`config.mk`:
```
export PLATFORM = sky130hd
export DESIGN_NAME = fetch_sequencer
export DESIGN_NICKNAME = d
export VERILOG_FILES = /design/src/rtl/fetch_sequencer_pkg.sv /design/src/rtl/fetch_sequencer_ins_classifier.sv /design/src/rtl/fetch_sequencer.sv
export SDC_FILE = /design/constraint.sdc
export NUM_CORES = 1
export LEC_CHECK = 0
export CAP_MARGIN = 20
export CORE_MARGIN = 4
export CORE_UTILIZATION = 49
export CTS_CLUSTER_DIAMETER = 100
export DETAILED_ROUTE_END_ITERATION = 16
export PLACE_DENSITY = 0.92
export SYNTH_ARGS = -nofsm -noshare
export SYNTH_HDL_FRONTEND = slang
export SYNTH_SLANG_ARGS = --single-unit
export TNS_END_PERCENT = 10
```
`constraint.sdc`:
```
create_clock -name clk -period 2.48 [get_ports clk]
set_input_delay 0.248 -clock clk [delete_from_list [all_inputs] [get_ports clk]]
set_output_delay 0.248 -clock clk [all_outputs]
set_load 0.01 [all_outputs]
```
`src/rtl/fetch_sequencer_pkg.sv`:
```
// Shared encodings for the fetch sequencer: FSM states, instruction classes,
// opcode/funct values and PC mux selects.
package fetch_pkg;

    typedef enum logic [2:0] {
        ST_IDLE    = 3'd0,
        ST_FETCH   = 3'd1,
        ST_DECODE  = 3'd2,
        ST_ISSUE   = 3'd3,
        ST_WAIT_BR = 3'd4,
        ST_JUMP    = 3'd5,
        ST_HALT    = 3'd6
    } state_t;

    typedef enum logic [2:0] {
        CLS_ALU    = 3'd0,
        CLS_BRANCH = 3'd1,
        CLS_J      = 3'd2,
        CLS_JAL    = 3'd3,
        CLS_JR     = 3'd4,
        CLS_HALT   = 3'd5
    } ins_class_t;

    localparam logic [5:0] OP_RTYPE = 6'h00;
    localparam logic [5:0] OP_J     = 6'h02;
    localparam logic [5:0] OP_JAL   = 6'h03;
    localparam logic [5:0] OP_BEQ   = 6'h04;
    localparam logic [5:0] OP_BNE   = 6'h05;
    localparam logic [5:0] FN_JR    = 6'h08;
    localparam logic [5:0] FN_BREAK = 6'h0D;

    localparam logic [1:0] PCSEL_BRANCH = 2'b00;
    localparam logic [1:0] PCSEL_JUMP   = 2'b01;
    localparam logic [1:0] PCSEL_REG    = 2'b10;

endpackage

```
`src/rtl/fetch_sequencer_ins_classifier.sv`:
```
// Combinational IR -> instruction class decode; shared with the execute-side decoder.
module ins_classifier
    import fetch_pkg::*;
(
    input  logic [31:0] i_ir,
    output logic [2:0]  o_class
);

    logic [5:0] w_op;
    logic [5:0] w_funct;
    logic       w_unused_ir;

    assign w_op        = i_ir[31:26];
    assign w_funct     = i_ir[5:0];
    assign w_unused_ir = ^i_ir[25:6];

    always_comb begin
        o_class = CLS_ALU;
        if (w_op == OP_RTYPE && w_funct == FN_JR) begin
            o_class = CLS_JR;
        end else if (w_op == OP_RTYPE && w_funct == FN_BREAK) begin
            o_class = CLS_HALT;
        end else if (w_op == OP_J) begin
            o_class = CLS_J;
        end else if (w_op == OP_JAL) begin
            o_class = CLS_JAL;
        end else if (w_op == OP_BEQ || w_op == OP_BNE) begin
            o_class = CLS_BRANCH;
        end
    end

endmodule

```
`src/rtl/fetch_sequencer.sv`:
```
// Fetch/issue control FSM in front of the Instruction Unit: drives memory, PC and IR
// controls, issues instructions over valid/ready, steers PC, counts retirements.
module fetch_sequencer
    import fetch_pkg::*;
#(
    parameter int unsigned STALL_LIMIT = 16,
    parameter int unsigned CNT_W       = 32
) (
    input  logic             clk,
    input  logic             reset,
    input  logic             run,
    input  logic [31:0]      IR_in,
    input  logic             ins_ready,
    input  logic             br_valid,
    input  logic             br_taken,
    output logic             im_cs,
    output logic             im_rd,
    output logic             im_wr,
    output logic             ir_ld,
    output logic             pc_inc,
    output logic             pc_ld,
    output logic [1:0]       pc_sel,
    output logic             ins_valid,
    output logic [2:0]       ins_class,
    output logic             halted,
    output logic             stall_err,
    output logic [CNT_W-1:0] icount
);

    state_t           r_state;
    state_t           w_next;
    ins_class_t       r_class;
    logic [CNT_W-1:0] r_icount;
    logic [15:0]      r_wd;
    logic             r_stall_err;
    logic [2:0]       w_class;
    logic             w_retire;
    logic             w_stalling;
    logic             w_wd_entry;

    ins_classifier u_classifier (
        .i_ir    (IR_in),
        .o_class (w_class)
    );

    always_comb begin
        w_next     = r_state;
        im_cs      = 1'b0;
        im_rd      = 1'b0;
        ir_ld      = 1'b0;
        pc_inc     = 1'b0;
        pc_ld      = 1'b0;
        pc_sel     = PCSEL_BRANCH;
        ins_valid  = 1'b0;
        halted     = 1'b0;
        w_retire   = 1'b0;
        w_stalling = 1'b0;
        case (r_state)
            ST_IDLE: begin
                if (run) w_next = ST_FETCH;
            end
            ST_FETCH: begin
                im_cs  = 1'b1;
                im_rd  = 1'b1;
                ir_ld  = 1'b1;
                pc_inc = 1'b1;
                w_next = ST_DECODE;
            end
            ST_DECODE: begin
                case (w_class)
                    CLS_HALT: w_next = ST_HALT;
                    CLS_J:    w_next = ST_JUMP;
                    default:  w_next = ST_ISSUE;
                endcase
            end
            ST_ISSUE: begin
                ins_valid = 1'b1;
                if (ins_ready) begin
                    case (r_class)
                        CLS_BRANCH, CLS_JR: w_next = ST_WAIT_BR;
                        CLS_JAL:            w_next = ST_JUMP;
                        default: begin
                            w_retire = 1'b1;
                            w_next   = run ? ST_FETCH : ST_IDLE;
                        end
                    endcase
                end else begin
                    w_stalling = 1'b1;
                end
            end
            ST_WAIT_BR: begin
                // Only this state drives PC from an input (Mealy on br_valid/br_taken).
                if (br_valid) begin
                    if (r_class == CLS_JR) begin
                        pc_ld  = 1'b1;
                        pc_sel = PCSEL_REG;
                    end else if (br_taken) begin
                        pc_ld  = 1'b1;
                        pc_sel = PCSEL_BRANCH;
                    end
                    w_retire = 1'b1;
                    w_next   = run ? ST_FETCH : ST_IDLE;
                end else begin
                    w_stalling = 1'b1;
                end
            end
            ST_JUMP: begin
                pc_ld    = 1'b1;
                pc_sel   = PCSEL_JUMP;
                w_retire = 1'b1;
                w_next   = run ? ST_FETCH : ST_IDLE;
            end
            ST_HALT: begin
                halted = 1'b1;
            end
            default: w_next = ST_IDLE;
        endcase
    end

    assign w_wd_entry = (w_next != r_state) &&
                        (w_next == ST_ISSUE || w_next == ST_WAIT_BR);

    always_ff @(posedge clk) begin
        if (!reset) begin
            r_state     <= ST_IDLE;
            r_class     <= CLS_ALU;
            r_icount    <= '0;
            r_wd        <= '0;
            r_stall_err <= 1'b0;
        end else begin
            r_state <= w_next;
            if (r_state == ST_DECODE) r_class <= ins_class_t'(w_class);
            if (w_retire) r_icount <= r_icount + CNT_W'(1);
            // Counter saturates so a long stall cannot wrap back below the limit.
            if (w_wd_entry) begin
                r_wd <= '0;
            end else if (w_stalling && r_wd != '1) begin
                r_wd <= r_wd + 16'd1;
            end
            if (w_stalling && ({1'b0, r_wd} + 17'd1 == 17'(STALL_LIMIT))) begin
                r_stall_err <= 1'b1;
            end
        end
    end

    assign im_wr     = 1'b0;
    assign ins_class = r_class;
    assign stall_err = r_stall_err;
    assign icount    = r_icount;

endmodule
```
**Yosys cells after proc, flatten, opt, wreduce, memory -nomap -nowiden**

Index checks and enable logic that the tools add are counted.

- Register bits: 55
- Bits of input ports: 38
- Output and inout bits: 46

- Add/subtract/negate cells: 3
- Eq/ne operators: 22
- Muxes and demuxes: 29
- Bitwise gates (word level): 1
- Reduce and logical (&&, ||, !) cells: 12

Operators with widths:

| kind | count |
|---|---|
| $add 32x1->32 const B | 1 |
| $mux 3 | 7 |
| $pmux 3 s7 | 1 |
| $eq 3x3->1 const B | 6 |
| $add 16x1->17 const B | 1 |
| $eq 17x5->1 const B | 1 |
| $add 16x1->16 const B | 1 |
| $ne 16x16->1 const B | 1 |
| $eq 3x2->1 const B | 5 |
| $mux 1 | 13 |
| $eq 6x2->1 const B | 2 |
| $eq 6x3->1 const B | 2 |
| $eq 6x4->1 const B | 2 |
| $pmux 3 s2 | 2 |
| $eq 3x1->1 const B | 2 |
| $logic_not 6->1 | 1 |
| $logic_and 1x1->1 | 5 |
| $mux 2 | 2 |
| $pmux 1 s2 | 2 |
| $pmux 2 s2 | 1 |
| $reduce_or 2->1 | 2 |
| $logic_not 3->1 | 1 |
| $ne 3x3->1 | 1 |
| $pmux 1 s3 | 1 |
| other kinds (3) | 4 |

**Depth between registers and ports, before layout**

- Depth after elaboration: 14
- Depth in mapped cells: 8
- Mapped depth without buffers: 7

**Hierarchy**

From an unflattened synthesis, not the netlist that was laid out.

- Cells, all modules: 393
- Area total of the unflattened synthesis: 3203.1 um^2

Modules (own cells, without submodules):

| module | times used | cells an instance | area an instance (um^2) | seq. area each (um^2) |
|---|---|---|---|---|
| fetch_sequencer | 1 | 382 | 3106.7 | 1101.1 |
| ins_classifier | 1 | 11 | 96.3 | 0.0 |

**Worst setup path before layout**

OpenSTA, ideal clock, no wires.

- Path type: flip-flop to flip-flop
- Start point: register r_wd[0]
- End point: register r_wd[3]
- Setup time: 0.133 ns
- Arrival time: 2.077 ns
- Slack: 0.269 ns
- Stages on the path, launching flop included: 9
- Clock period less this slack: 2.211 ns
- Cell sequence: dfxtp_1 -> ha_1 -> and4_1 -> nand2_1 -> o41ai_2 -> buf_2 -> nor2_1 -> xnor2_1 -> nor2_1

- Longest elaborated chain between the ends: 2
- Elaborated cells on any way between the ends: 3

Ends and longest elaborated chain:

| element | RTL line | RTL |
|---|---|---|
| from (decl) | fetch_sequencer.sv:34 | `logic [15:0] r_wd;` |
| from (signal assigned) | fetch_sequencer.sv:138 | `r_wd <= r_wd + 16'd1;` |
| branches (longest 2 deep; another with $add 16x1->16) | n/a |  |

Several ways; the timed one is not identified.
A chain may end at the register's enable or synchronous reset.

**Final worst setup path**

- Start point: register r_wd[0]
- End point: register r_wd[11]

The elaborated chain is that of the path after synthesis.

==> out/results.ini <==
[global_routing]
global_route.usage.total_pct = 20.3
globalRouteOverflowTotal = 0
grt_pass1_wl_um = 12600
grt_pass1_vias = 2774
antenna_found_initial = 0
grt_max_degree = 36

[place]
place_congestion = 0.872
buffer_ports.inserted = 62
place.detailed.hpwl_um = 5560
placedCellCount = 504

[sta]
tns_ps = 0
maxSlewHeadroom_pct = 65.6
timing_max_transition_violations_final = 0
rsz_0062_raised_after_global_routing = no
clock.fmax_ghz = 0.441
max_slew.worst_pin.slew_ps = 502
layout_worst_path_cycle_share_pct = 91.4
fin_worst_skew_ps = 11.5
hold_viol = 0
total_setup_violations_reported_at_the_end_of_the_flow = 0
final.min_clock_period_ps = 2270

[cts]
clockRootBuffer = sky130_fd_sc_hd__clkbuf_8
tritoncts = yes
cts_made_buffers = 5
clock_path_buffers = 2
worst_setup_hold_path_clk_slew_ps = 110
clk-insertion-delay-late_ps = 310
cts_max_level = 2
post_cts_buffers = 0
cts.sinks = 55
hold_buffers = 0
post_cts_sizing = 0

[synthesis]
yosys-top-cells-area = sky130_fd_sc_hd__dfxtp_1 35%, sky130_fd_sc_hd__xnor2_1 7.6%, sky130_fd_sc_hd__xor2_1 6.2%
synth_enable_flop_cells = 0
netlist_instances = 370
synth_sequential_area_ratio_pct = 35.5
synth_top_area_cell = sky130_fd_sc_hd__dfxtp_1
post_synth_instance_area_um2 = 3100
synth-main-ff-cell = sky130_fd_sc_hd__dfxtp_1
yosysWarnings = 0
yosysUniqueCellTypes = 58
synth_fp_nets = 411
synth_area_per_cell_um2 = 8.39
synth.ff_latch_count = 55
synth-async-reset-ratio_pct = 0
post-synth-top-area-fraction_pct = 35.5

[final_layout]
insertedDiodeCount = 0
num-nets-final = 477
drive_above_1_share_pct = 8.47
layoutNonFillerInstCount = 512
synthToLayoutAreaGrowth_pct = 27.2

[power_and_ir_drop]
swShare_pct = 26.2
worst_ir_drop_vdd_mv = 0.246
power_frac_clock_pct = 32.0
p_int_w = 0.00120
power.switching_w = 0.000426
power.sequential.fraction_pct = 55.5
static-leakage-power_nw = 1.43
p_comb_share_pct = 12.5
cellPowerDensity_nw_per_um2 = 411

[drt]
routed_wire_length_per_instance_um = 14.8
routed_wl_um = 7590
vias = 2887
route.detailed.vias_per_inst = 5.64
initial_drt_pass_iterations = 7
initialDrtViolationCount = 167
post-route-drc-count = 0
final_antenna_net_count = 0

[floorplanning]
fp.coreArea_um2 = 6030
die_area_um2 = 7670
io_pins = 84
initial_core_utilization_pct = 51.5
floorplan.die.width_um = 87.6
std_cell_rows = 28
die_height_um = 87.6

[outcome]
outcome = finished, final reports clean

[worst_setup_path]
critical_path.max_stage_delay_ps = 430
setup.worst_path.start_class = register
crit_type = register to register
worst_setup_path_end_kind = register
critical_path_arrival_ps = 2480
timing.critical_path.cells = ha_1 > and4_1 > nand2_1 > o41ai_2 > buf_4 > nor3_1 > xnor2_1 > nor2_1
cpMaxStageDelayCell = sky130_fd_sc_hd__dfxtp_1
timing.critical_path.required_ps = 2700
critical_path_peak_fanout = 12

[worst_hold_path]
hp-class = register to register

[run]
cap_viol_max_count = 0

[through the flow]
stage	util (%)	hold slack (ps)	setup slack [ps]	area (um2)	power, W
after detailed placement	63.9	472	-26.8	3850	0.00112
after floorplan	-	406	269	3100	0.00103
after global routing	65.5	535	79.7	3950	0.00169
after CTS	65.4	508	144	3940	0.00163
after global placement	63.9	485	2.37	3850	0.00112
final	65.5	510	214	3950	0.00162
[synthesized netlist by cell type, drive strengths merged, types with 4 or more instances]
library cell,n
nor2b,7
xor2,22
xnor2,27
nor4,9
nor3,22
inv,10
dfxtp,55
a21oi,5
nand4,13
or3,4
buf,13
o21ai,7
nand2,24
and4,5
a21boi,7
nand2b,6
and2,28
nor2,40
clkbuf,7
nand3,13
and3,5
[worst max-delay path: cells and delay by family (launching register included)]
kind / cells / cell delay [ps]
DFF: 1 / 430
buffers and inverters: 1 / 260
xor gates and xnor gates: 1 / 200
AOI/OAI and AO/OA: 1 / 390
adders and majority gates: 1 / 270
and+or+nand+nor: 4 / 630
[final cells by class]
class	count	area, um2
fill	491	2080
multi-input combinational	285	1860
sequential	55	1100
timing repair buffer	79	761
tap	75	93.8
clock buffer	5	68.8
inverter	10	37.5
clock inverter	3	22.5
[cell usage in the layout, fill, tap and decap left out, types with 3 or more instances in the layout]
cell type                         count
sky130_fd_sc_hd__a21boi_0             7
sky130_fd_sc_hd__a21oi_1              5
sky130_fd_sc_hd__and2_1              27
sky130_fd_sc_hd__and3_1               5
sky130_fd_sc_hd__and4_1               5
sky130_fd_sc_hd__buf_4               16
sky130_fd_sc_hd__clkbuf_8             5
sky130_fd_sc_hd__clkdlybuf4s50_1     62
sky130_fd_sc_hd__dfxtp_1             55
sky130_fd_sc_hd__ha_1                 3
sky130_fd_sc_hd__inv_1               10
sky130_fd_sc_hd__nand2_1             23
sky130_fd_sc_hd__nand2b_1             6
sky130_fd_sc_hd__nand3_1             13
sky130_fd_sc_hd__nand3b_1             3
sky130_fd_sc_hd__nand4_1             12
sky130_fd_sc_hd__nor2_1              40
sky130_fd_sc_hd__nor2b_1              7
sky130_fd_sc_hd__nor3_1              22
sky130_fd_sc_hd__nor4_1               8
sky130_fd_sc_hd__o21ai_0              7
sky130_fd_sc_hd__or3_1                4
sky130_fd_sc_hd__xnor2_1             27
sky130_fd_sc_hd__xor2_1              22
[cells by family (layout without fill, tap and decap cells)]
| logic type | Yosys count | count (layout) | share of synthesized area (%) |
|---|---|---|---|
| xor+xnor | 49 | 49 | 13.8 |
| other cells | 1 | 1 | 0.121 |
| flops | 55 | 55 | 35.5 |
| simple gates | 187 | 187 | 33.0 |
| compound gates | 44 | 44 | 11.4 |
| fa+ha+maj | 3 | 3 | 1.21 |
| mux | 1 | 1 | 0.323 |
| buf+inv | 30 | 97 | 4.64 |
[path summary, 6_finish.rpt]
path | start | end | slack, ps | cells after the start
max | r_wd[0]$_SDFFE_PP0P_ | r_wd[11]$_SDFFE_PP0P_ | 210 | 8
min | stall_err$_SDFFE_PN0P_ | stall_err$_SDFFE_PN0P_ | 510 | 1
min reg2reg | stall_err$_SDFFE_PN0P_ | stall_err$_SDFFE_PN0P_ | 510 | 1
max reg2reg | r_wd[0]$_SDFFE_PP0P_ | r_wd[11]$_SDFFE_PP0P_ | 210 | 8
[routing by layer]
layer,routed length (um),global-route usage (%),vias to the layer above
li1,-,-,1419
met1,3240,25.6,1355
met2,3840,35.1,99
met3,384,3.86,14
met4,127,6.56,0
met5,0,0,-
[flip-flops by register name, summed over array words and instances (netlist names)]
| signal | flops |
|---|---|
| r_state | 3 |
| icount | 32 |
| r_wd | 16 |
| ins_class | 3 |
| stall_err | 1 |
[power by group through the flow]
stage | registers, W | clock network [W] | logic, W
floorplan | 0.000916 | 0 | 0.000118
global placement | 0.000920 | 0 | 0.000195
detailed placement | 0.000921 | 0 | 0.000201
CTS | 0.000901 | 0.000525 | 0.000203
global route | 0.000903 | 0.000569 | 0.000218
finish | 0.000901 | 0.000519 | 0.000203
No activity file was read; power rests on OpenSTA's default activity.
